$ cat config.mk
export PLATFORM = sky130hd
export DESIGN_NAME = board_commit_judge_flat
export DESIGN_NICKNAME = d
export VERILOG_FILES = /design/src/rtl/board_commit_judge_if.sv /design/src/rtl/board_commit_judge.sv /design/src/flat_wrapper.sv
export SDC_FILE = /design/constraint.sdc
export NUM_CORES = 1
export LEC_CHECK = 0
export ABC_CLOCK_PERIOD_IN_PS = 3200
export CAP_MARGIN = 5
export CORE_UTILIZATION = 55
export DETAILED_ROUTE_END_ITERATION = 10
export PLACE_DENSITY = 0.79
export SYNTH_ARGS = -nofsm -noshare
export SYNTH_HDL_FRONTEND = slang
export SYNTH_SLANG_ARGS = --single-unit
export TNS_END_PERCENT = 10
$ cat constraint.sdc
create_clock -name clk -period 3.2 [get_ports clk]
set_input_delay 0.8 -clock clk [delete_from_list [all_inputs] [get_ports clk]]
set_output_delay 0.8 -clock clk [all_outputs]
set_load 0.005 [all_outputs]
$ cat src/rtl/board_commit_judge_if.sv
// Move handshake and board/result bus between the move-selection stages and the board referee.
interface board_commit_judge_if;
    logic        clear;
    logic        move_valid;
    logic [3:0]  move_addr;
    logic [1:0]  move_player;
    logic        move_ready;
    logic        move_ack;
    logic        move_err;
    logic [17:0] gBoard;
    logic [3:0]  move_count;
    logic [1:0]  result;
    logic        result_valid;

    modport master (
        output clear, move_valid, move_addr, move_player,
        input  move_ready, move_ack, move_err, gBoard, move_count, result, result_valid
    );

    modport slave (
        input  clear, move_valid, move_addr, move_player,
        output move_ready, move_ack, move_err, gBoard, move_count, result, result_valid
    );
endinterface

$ cat src/rtl/board_commit_judge.sv
// Tic-tac-toe board register and referee: accepts or rejects one move per handshake,
// then scans the eight winning lines of the mover, one per cycle, to publish the result.
module board_commit_judge (
    input  logic               clk,
    input  logic               reset_n,
    board_commit_judge_if.slave bus
);
    localparam int unsigned CELL_W  = 2;
    localparam int unsigned CELLS   = 9;
    localparam int unsigned BOARD_W = CELL_W * CELLS;
    localparam int unsigned ADDR_W  = 4;
    localparam int unsigned CNT_W   = 3;
    localparam int unsigned MCNT_W  = 4;

    localparam logic [1:0] RES_NOWIN = 2'b00;
    localparam logic [1:0] RES_TIE   = 2'b01;

    typedef enum logic [1:0] {
        S_IDLE  = 2'd0,
        S_CHECK = 2'd1,
        S_OVER  = 2'd2
    } state_t;

    state_t               state_q, state_d;
    logic [BOARD_W-1:0]   board_q, board_d;
    logic [MCNT_W-1:0]    count_q, count_d;
    logic [CELL_W-1:0]    result_q, result_d;
    logic [CELL_W-1:0]    player_q, player_d;
    logic [CNT_W-1:0]     cnt_q, cnt_d;
    logic                 ack_q, ack_d;
    logic                 err_q, err_d;

    logic [3*ADDR_W-1:0]  line_c;
    logic                 hit_c;
    logic                 full_c;
    logic                 legal_c;

    // Cell indices of winning line k, packed {a, b, c}.
    function automatic logic [3*ADDR_W-1:0] line_cells(input logic [CNT_W-1:0] k);
        case (k)
            3'd0:    line_cells = {4'd0, 4'd1, 4'd2};
            3'd1:    line_cells = {4'd3, 4'd4, 4'd5};
            3'd2:    line_cells = {4'd6, 4'd7, 4'd8};
            3'd3:    line_cells = {4'd0, 4'd3, 4'd6};
            3'd4:    line_cells = {4'd1, 4'd4, 4'd7};
            3'd5:    line_cells = {4'd2, 4'd5, 4'd8};
            3'd6:    line_cells = {4'd0, 4'd4, 4'd8};
            default: line_cells = {4'd2, 4'd4, 4'd6};
        endcase
    endfunction

    // Out-of-range addresses read as empty; legality rejects them separately.
    function automatic logic [CELL_W-1:0] cell_at(input logic [BOARD_W-1:0] b,
                                                  input logic [ADDR_W-1:0]  idx);
        cell_at = 2'b00;
        for (int i = 0; i < int'(CELLS); i++) begin
            if (idx == ADDR_W'(i)) cell_at = b[CELL_W*i +: CELL_W];
        end
    endfunction

    assign line_c  = line_cells(cnt_q);
    assign hit_c   = (cell_at(board_q, line_c[11:8]) == player_q) &&
                     (cell_at(board_q, line_c[7:4])  == player_q) &&
                     (cell_at(board_q, line_c[3:0])  == player_q);
    assign full_c  = &{board_q[17], board_q[15], board_q[13], board_q[11], board_q[9],
                       board_q[7],  board_q[5],  board_q[3],  board_q[1]};
    assign legal_c = (bus.move_addr <= 4'd8) && bus.move_player[1] &&
                     (cell_at(board_q, bus.move_addr) == 2'b00);

    always_comb begin
        state_d  = state_q;
        board_d  = board_q;
        count_d  = count_q;
        result_d = result_q;
        player_d = player_q;
        cnt_d    = cnt_q;
        ack_d    = 1'b0;
        err_d    = 1'b0;

        if (bus.clear) begin
            state_d  = S_IDLE;
            board_d  = '0;
            count_d  = '0;
            result_d = RES_NOWIN;
            cnt_d    = '0;
        end else begin
            case (state_q)
                S_IDLE: begin
                    if (bus.move_valid) begin
                        if (legal_c) begin
                            for (int i = 0; i < int'(CELLS); i++) begin
                                if (bus.move_addr == ADDR_W'(i))
                                    board_d[CELL_W*i +: CELL_W] = bus.move_player;
                            end
                            count_d  = count_q + MCNT_W'(1);
                            player_d = bus.move_player;
                            ack_d    = 1'b1;
                            cnt_d    = '0;
                            state_d  = S_CHECK;
                        end else begin
                            err_d = 1'b1;
                        end
                    end
                end
                S_CHECK: begin
                    if (hit_c) begin
                        result_d = player_q;
                        state_d  = S_OVER;
                    end else if (cnt_q == CNT_W'(7)) begin
                        if (full_c) begin
                            result_d = RES_TIE;
                            state_d  = S_OVER;
                        end else begin
                            state_d  = S_IDLE;
                        end
                    end else begin
                        cnt_d = cnt_q + CNT_W'(1);
                    end
                end
                S_OVER:  state_d = S_OVER;
                default: state_d = S_IDLE;
            endcase
        end
    end

    always_ff @(posedge clk or negedge reset_n) begin
        if (!reset_n) begin
            state_q  <= S_IDLE;
            board_q  <= '0;
            count_q  <= '0;
            result_q <= RES_NOWIN;
            player_q <= '0;
            cnt_q    <= '0;
            ack_q    <= 1'b0;
            err_q    <= 1'b0;
        end else begin
            state_q  <= state_d;
            board_q  <= board_d;
            count_q  <= count_d;
            result_q <= result_d;
            player_q <= player_d;
            cnt_q    <= cnt_d;
            ack_q    <= ack_d;
            err_q    <= err_d;
        end
    end

    assign bus.move_ready   = (state_q == S_IDLE);
    assign bus.move_ack     = ack_q;
    assign bus.move_err     = err_q;
    assign bus.gBoard       = board_q;
    assign bus.move_count   = count_q;
    assign bus.result       = result_q;
    assign bus.result_valid = (state_q == S_OVER);
endmodule

$ cat src/flat_wrapper.sv
// flat-port wrapper written by rule: the top's interface ports become plain ports
module board_commit_judge_flat 
  (clk, reset_n, bus_clear, bus_move_valid, bus_move_addr, bus_move_player, bus_move_ready, bus_move_ack, bus_move_err, bus_gBoard, bus_move_count, bus_result, bus_result_valid);
  board_commit_judge_if bus_i ();
  input  logic clk;
  input  logic reset_n;
  input wire logic [$bits(bus_i.clear)-1:0] bus_clear;
  input wire logic [$bits(bus_i.move_valid)-1:0] bus_move_valid;
  input wire logic [$bits(bus_i.move_addr)-1:0] bus_move_addr;
  input wire logic [$bits(bus_i.move_player)-1:0] bus_move_player;
  output wire logic [$bits(bus_i.move_ready)-1:0] bus_move_ready;
  output wire logic [$bits(bus_i.move_ack)-1:0] bus_move_ack;
  output wire logic [$bits(bus_i.move_err)-1:0] bus_move_err;
  output wire logic [$bits(bus_i.gBoard)-1:0] bus_gBoard;
  output wire logic [$bits(bus_i.move_count)-1:0] bus_move_count;
  output wire logic [$bits(bus_i.result)-1:0] bus_result;
  output wire logic [$bits(bus_i.result_valid)-1:0] bus_result_valid;
  assign bus_i.clear = bus_clear;
  assign bus_i.move_valid = bus_move_valid;
  assign bus_i.move_addr = bus_move_addr;
  assign bus_i.move_player = bus_move_player;
  assign bus_move_ready = bus_i.move_ready;
  assign bus_move_ack = bus_i.move_ack;
  assign bus_move_err = bus_i.move_err;
  assign bus_gBoard = bus_i.gBoard;
  assign bus_move_count = bus_i.move_count;
  assign bus_result = bus_i.result;
  assign bus_result_valid = bus_i.result_valid;
  board_commit_judge u_core (.clk(clk), .reset_n(reset_n), .bus(bus_i));
endmodule
* Yosys cells after proc, flatten, opt, wreduce, memory -nomap -nowiden
Cells that the tools add are included.
** Storage, ports and cells
- Logic and storage cells :: 191
- Input bits :: 10
- Output and inout port bits :: 28
- Register bits after elaboration :: 33
** Cells by class
- Muxes and demuxes :: 80
- $lt $le $gt $ge :: 1
- Equality and inequality tests :: 49
- Add/subtract/negate cells :: 2
- Reduce and logical (&&, ||, !) cells :: 42
- Bitwise logic cells :: 1
** Operators with widths (number)
- $mux W2 :: 56
- $pmux W11 S7 :: 1
- $mux W18 :: 4
- $eq A4 B3 Y1 const B :: 12
- $reduce_and A4 Y1 :: 10
- $reduce_bool A2 Y1 :: 13
- $eq A3 B3 Y1 const B :: 8
- $eq A4 B2 Y1 const B :: 6
- $logic_not A4 Y1 :: 4
- $mux W4 :: 4
- $mux W3 :: 5
- $eq A3 B2 Y1 const B :: 4
- $eq A4 B1 Y1 const B :: 3
- $eq A4 B4 Y1 const B :: 3
- $ne A3 B3 Y1 const B :: 3
- $reduce_and A3 Y1 :: 3
- $reduce_and A9 Y1 :: 1
- $reduce_bool A3 Y1 :: 3
- $mux W1 :: 8
- $eq A2 B2 Y1 :: 3
- $eq A3 B1 Y1 const B :: 2
- $pmux W2 S3 :: 1
- $pmux W3 S2 :: 1
- $reduce_and A5 Y1 :: 1
- other kinds (12) :: 16

* Logic depth before layout (Yosys ltp)
- Depth after elaboration :: 18
- Gate-level depth with buffers :: 13
- Mapped depth without buffers :: 10

* Least setup slack after synthesis
Ideal clock, no wire load.
- Path type :: register to register
- From :: reg u_core.cnt_q[0]
- To :: reg u_core.result_q[0], in the netlist u_core.bus.result[0]
- Setup time :: 0.094 ns
- Path slack :: 0.298 ns
- Data required time :: 3.106 ns
- Cell stages (with the launch flop) :: 12
- Path buffers :: 1
- Period minus slack after synthesis :: 2.902 ns
- Arrival :: 2.808 ns
- Cells stage by stage :: dfrtp_1 ha_1 ha_1 buf_2 or3_1 a211oi_1 o32a_1 and3_1 and3_1 o2bb2ai_2 a21o_1 a221oi_2
** Between the ends
- Longest elaborated chain between the ends :: 18
- Elaborated cells between the ends (all ways) :: 74
- Classes of those cells :: eq/ne (34); mux (31); reduce/logical (9)
** Ends and longest elaborated chain
- start, declared :: RTL line board_commit_judge.sv:29 : logic [CNT_W-1:0] cnt_q, cnt_d;
- start signal, assigned :: RTL line board_commit_judge.sv:142 : cnt_q <= cnt_d;
- $eq A3 B3 Y1 (tied with other cells) :: RTL line board_commit_judge.sv:40 : case (k)
- $pmux W11 S7 :: RTL line board_commit_judge.sv:40
- $logic_not A4 Y1 :: RTL line board_commit_judge.sv:57 : if (idx == ADDR_W'(i)) cell_at = b[CELL_W*i +: CELL_W];
- $mux W2 (9 in series) :: RTL line board_commit_judge.sv:57
- $eq A2 B2 Y1, on equally long branches :: RTL line board_commit_judge.sv:62, board_commit_judge.sv:63
- $logic_and A1 B1 Y1 :: RTL line board_commit_judge.sv:62 : assign hit_c = (cell_at(board_q, line_c[11:8]) == player_q) &&
- $logic_and A1 B1 Y1 :: RTL line board_commit_judge.sv:63 : (cell_at(board_q, line_c[7:4]) == player_q) &&
- $mux W2 :: RTL line board_commit_judge.sv:106 : if (hit_c) begin
- $mux W2 :: RTL line board_commit_judge.sv:87 : case (state_q)
- $mux W2 :: RTL line board_commit_judge.sv:80 : if (bus.clear) begin
- end signal, assigned :: RTL line board_commit_judge.sv:140 : result_q <= result_d;
- end, declared :: RTL line board_commit_judge.sv:27 : logic [CELL_W-1:0] result_q, result_d;
Several ways; a longest one is shown, not always the timed one. The select of a mux whose other input is x is not followed.
A chain may end at the register's enable or synchronous reset.

* Worst setup path after layout
- From :: reg u_core.cnt_q[0]
- To :: reg u_core.cnt_q[2]
** Between the ends
- Longest elaborated chain between the ends :: 17
- Elaborated cells between the ends (all ways) :: 76
- Classes of those cells :: add/sub (1); eq/ne (36); mux (32); reduce/logical (7)
** Ends and longest elaborated chain (RTL line)
- $eq A3 B3 Y1 (tied with other cells) :: board_commit_judge.sv:40
- $pmux W11 S7 :: board_commit_judge.sv:40
- $logic_not A4 Y1 :: board_commit_judge.sv:57
- $mux W2 (9 in series) :: board_commit_judge.sv:57
- $eq A2 B2 Y1, on equally long branches :: board_commit_judge.sv:62, board_commit_judge.sv:63
- $logic_and A1 B1 Y1 :: board_commit_judge.sv:62
- $logic_and A1 B1 Y1 :: board_commit_judge.sv:63
- $ne A3 B3 Y1 (no line)
- $reduce_and A5 Y1 (no line)
Several ways; a longest one is shown, not always the timed one. The select of a mux whose other input is x is not followed.

==> impl_results.md <==
- Final Critical Period: between 3 and 4 ns
- Setup Slack @ Placement: approximately 0.0078 ns
- First-pass GRT wire length: around 12000 um
- Initial DRC Count: between 300 and 400
- Crit path DAT: around 3.2 ns
- Non-filler cells in the finished layout: 375
- Cell taking the most area after synthesis: dfrtp_1
- Root buffer cell: clkbuf_8
- Clk_skew: between 0.004 and 0.005 ns
- Number of placed cells counting well taps: 368
- Worst-path clk slew: 0.07 ns
- Sequential-to-total area share from yosys stat: 0.321
- Vias per cell: 6.63
- Hold path start: u_core.bus.result[0]
- Crit-path max FO: 4
- PwrDens: 332 nW/um2
- Die area: just under 5000 um2
- R2r setup slk: roughly 0.15 ns
- Leakage power: ~0.0013 uW
- Synthesis-to-layout area growth: 23.1%
- Hold EP: u_core.bus.result[0]
- Total power: 1050 uW
- Crit Path Class: reg -> reg
- Routed len/inst: a little under 20 um
- Initial antenna violation count: 0
- Top Ports: 38
- GR peak layer: met2
- Die H: roughly 70 um
- R2r worst-path depth: 11
- Status: completed
- Post-DP HPWL: about 5000 um
- Routed via count: around 2500
- Grt met2 use: 0.486
- Met1 usage: 0.434
- Maximum VDD drop: 0.288 mV
- Drt pass-1 iters: 6
- Commonest non-fill, non-tap cells in the layout: 37 x clkdlybuf4s50_1, 33 x dfrtp_1, 25 x nor2_1
- Commonest non-fill, non-tap cell in the layout: clkdlybuf4s50_1
- Layout Utilization: 0.716
- Mean Syn Cell Area: 9.31 um2
- # hold bufs at CTS: 0
- Worst setup margin: around 0.15 ns
- Slew Limit Fails: 0
- Slew HR: 0.646
- CP required: around 3.4 ns
- Cell variety after synth: 80
- ANT nets after route: 0
- Syn Inst Count: 276
- Mapped Area: about 2600 um2
- N_diodes: 0
- Initial cell density of the core: 0.582
- Layout cells sized above 1: 0.189
- Total Routing Usage GR: 0.311
- Max capacitance violation total: 0
- Final Net Count: 341
- Number of global-route vias before repair: 2295
- Worst r2r src: u_core.cnt_q[0]
- Count of final setup violators: 0
- Post-synth EDFFs: 0
- Final Routed Wirelength: 7380 um
- Async S/R FF share, synth: 1.00
- Crit end category: flop
- CORE AREA: about 4400 um2
- Remaining DRCs: 0
- Worst-Skew Late Latency: 0.28 ns
- Max Freq: ~330 MHz
- Syn_nets: between 200 and 300
- CTS Buffer Depth: 2
- TritonCTS buffer count: 5
- Main synth FF type: dfrtp_1
- Worst r2r dst: u_core.cnt_q[2]
- Leading post-synthesis cells by cell area: dfrtp_1 32%, ha_1 3.9%, nor2_1 3.7%
- Met3 usage: 0.0491
- Post-CTS Setup Bufs: 0
- RSZ-0062 raised after global routing: yes
- IO Port Bufs: 37
- Die width: 70.3 um
- Final GP Congestion: about 0.95
- CTS tree: built
- Hold crit path type: reg -> reg
- Largest net degree at the start of global routing: 34
- H-tree depth: 2
- GR Overflow Total: 0
- Hold Crit Depth: 2
- Clock sink total: 33
- Rows: 24
- Worst slew pin tran: approximately 0.53 ns
- Top cell type's share of synthesized area: 0.321
- Crit path launch type: flop
- Ys Warns: 0
- Final Hold Viols: 0
- Seq cells post-synth: 33
- Launch point of the worst path: u_core.cnt_q[0]
- # resized after CTS: 0
- Final period util: 0.954
sequential cells by signal, indices dropped and copies added (netlist names):
| register | count |
|---|---|
| u_core.bus.gBoard | 18 |
| u_core.player_q | 2 |
| u_core.bus.move_err | 1 |
| u_core.bus.move_count | 4 |
| u_core.state_q | 2 |
| u_core.cnt_q | 3 |
| u_core.bus.move_ack | 1 |
| u_core.bus.result | 2 |
cell type report:
cell class / instances / area (um2)
flip-flops and latches: 33 / 826
inverters: 15 / 56.3
well taps: 52 / 65.1
fillers: 349 / 1250
repair buffers: 58 / 528
clock inverters: 2 / 35.0
multi-input cells: 210 / 1580
clock buffers: 5 / 68.8
cell families (layout without fill, tap and decap cells):
logic type | Yosys count | after routing | share of synthesized area
compound gates | 83 | 83 | 0.264
simple gates | 108 | 108 | 0.250
xor+xnor | 3 | 3 | 0.0102
mux | 8 | 8 | 0.0404
flops | 33 | 33 | 0.321
fa+ha+maj | 8 | 8 | 0.0390
buf+inv | 33 | 80 | 0.0745
cell usage after synthesis, types with 2 or more instances:
cell / number
dfrtp_1: 33
nor2_1: 25
a21oi_1: 16
inv_1: 15
nand2_1: 12
a31oi_1: 9
and3_1: 8
ha_1: 8
nand3_1: 8
nand4_1: 7
nor3_1: 7
buf_2: 5
clkbuf_1: 5
nor2b_1: 5
or3_1: 5
a211oi_1: 4
buf_6: 4
nand2b_1: 4
nor4_1: 4
o21ai_0: 4
o21bai_1: 4
a32oi_1: 3
mux2i_1: 3
nand4b_1: 3
o211ai_1: 3
o21a_1: 3
o21ai_1: 3
a211o_1: 2
a211oi_2: 2
a21o_1: 2
a221o_1: 2
a221oi_2: 2
a31o_1: 2
and2_1: 2
and3b_1: 2
mux2_2: 2
nor3b_4: 2
o2111ai_1: 2
o22a_1: 2
xor2_1: 2
worst max-delay path by stage:
stage,slack [ns],cells after the start,end
global placement,0.14,8,u_core.bus.gBoard[10]
CTS,0.1,11,u_core.cnt_q[2]
global route,-0.06,11,u_core.bus.result[0]
finish,0.15,11,u_core.cnt_q[2]
detailed placement,0.008,8,u_core.bus.gBoard[10]
floorplan,0.30,11,u_core.bus.result[0]
power by group:
group | internal (uW) | switching (uW)
Combinational | 109 | 122
Clock | 226 | 149
Sequential | 429 | 14.1
Total | 764 | 286
layer usage:
metal	part of all wire	wire length [um]
met5	0	0
met4	0.025	182
met3	0.072	531
met2	0.47	3460
met1	0.43	3210
through the flow:
step	hold WS [ns]	TNS, ns	instance area, um2
after detailed placement	0.530	0	3030
after CTS	0.543	0	3130
after global placement	0.523	0	3030
after floorplan	0.504	0	2570
final	0.543	0	3160
after global routing	0.569	-0.0601	3160
critical path: stages (launching register included):
cell and delay, ns:
dfrtp_1 0.38, buf_4 0.15, ha_1 0.21, ha_2 0.22, or3_1 0.37, and3_1 0.18
o32a_1 0.42, and3_4 0.21, and3_2 0.24, o2bb2a_4 0.25, nor3b_4 0.21, o21bai_1 0.11
No activity file was read; power rests on OpenSTA's default activity.
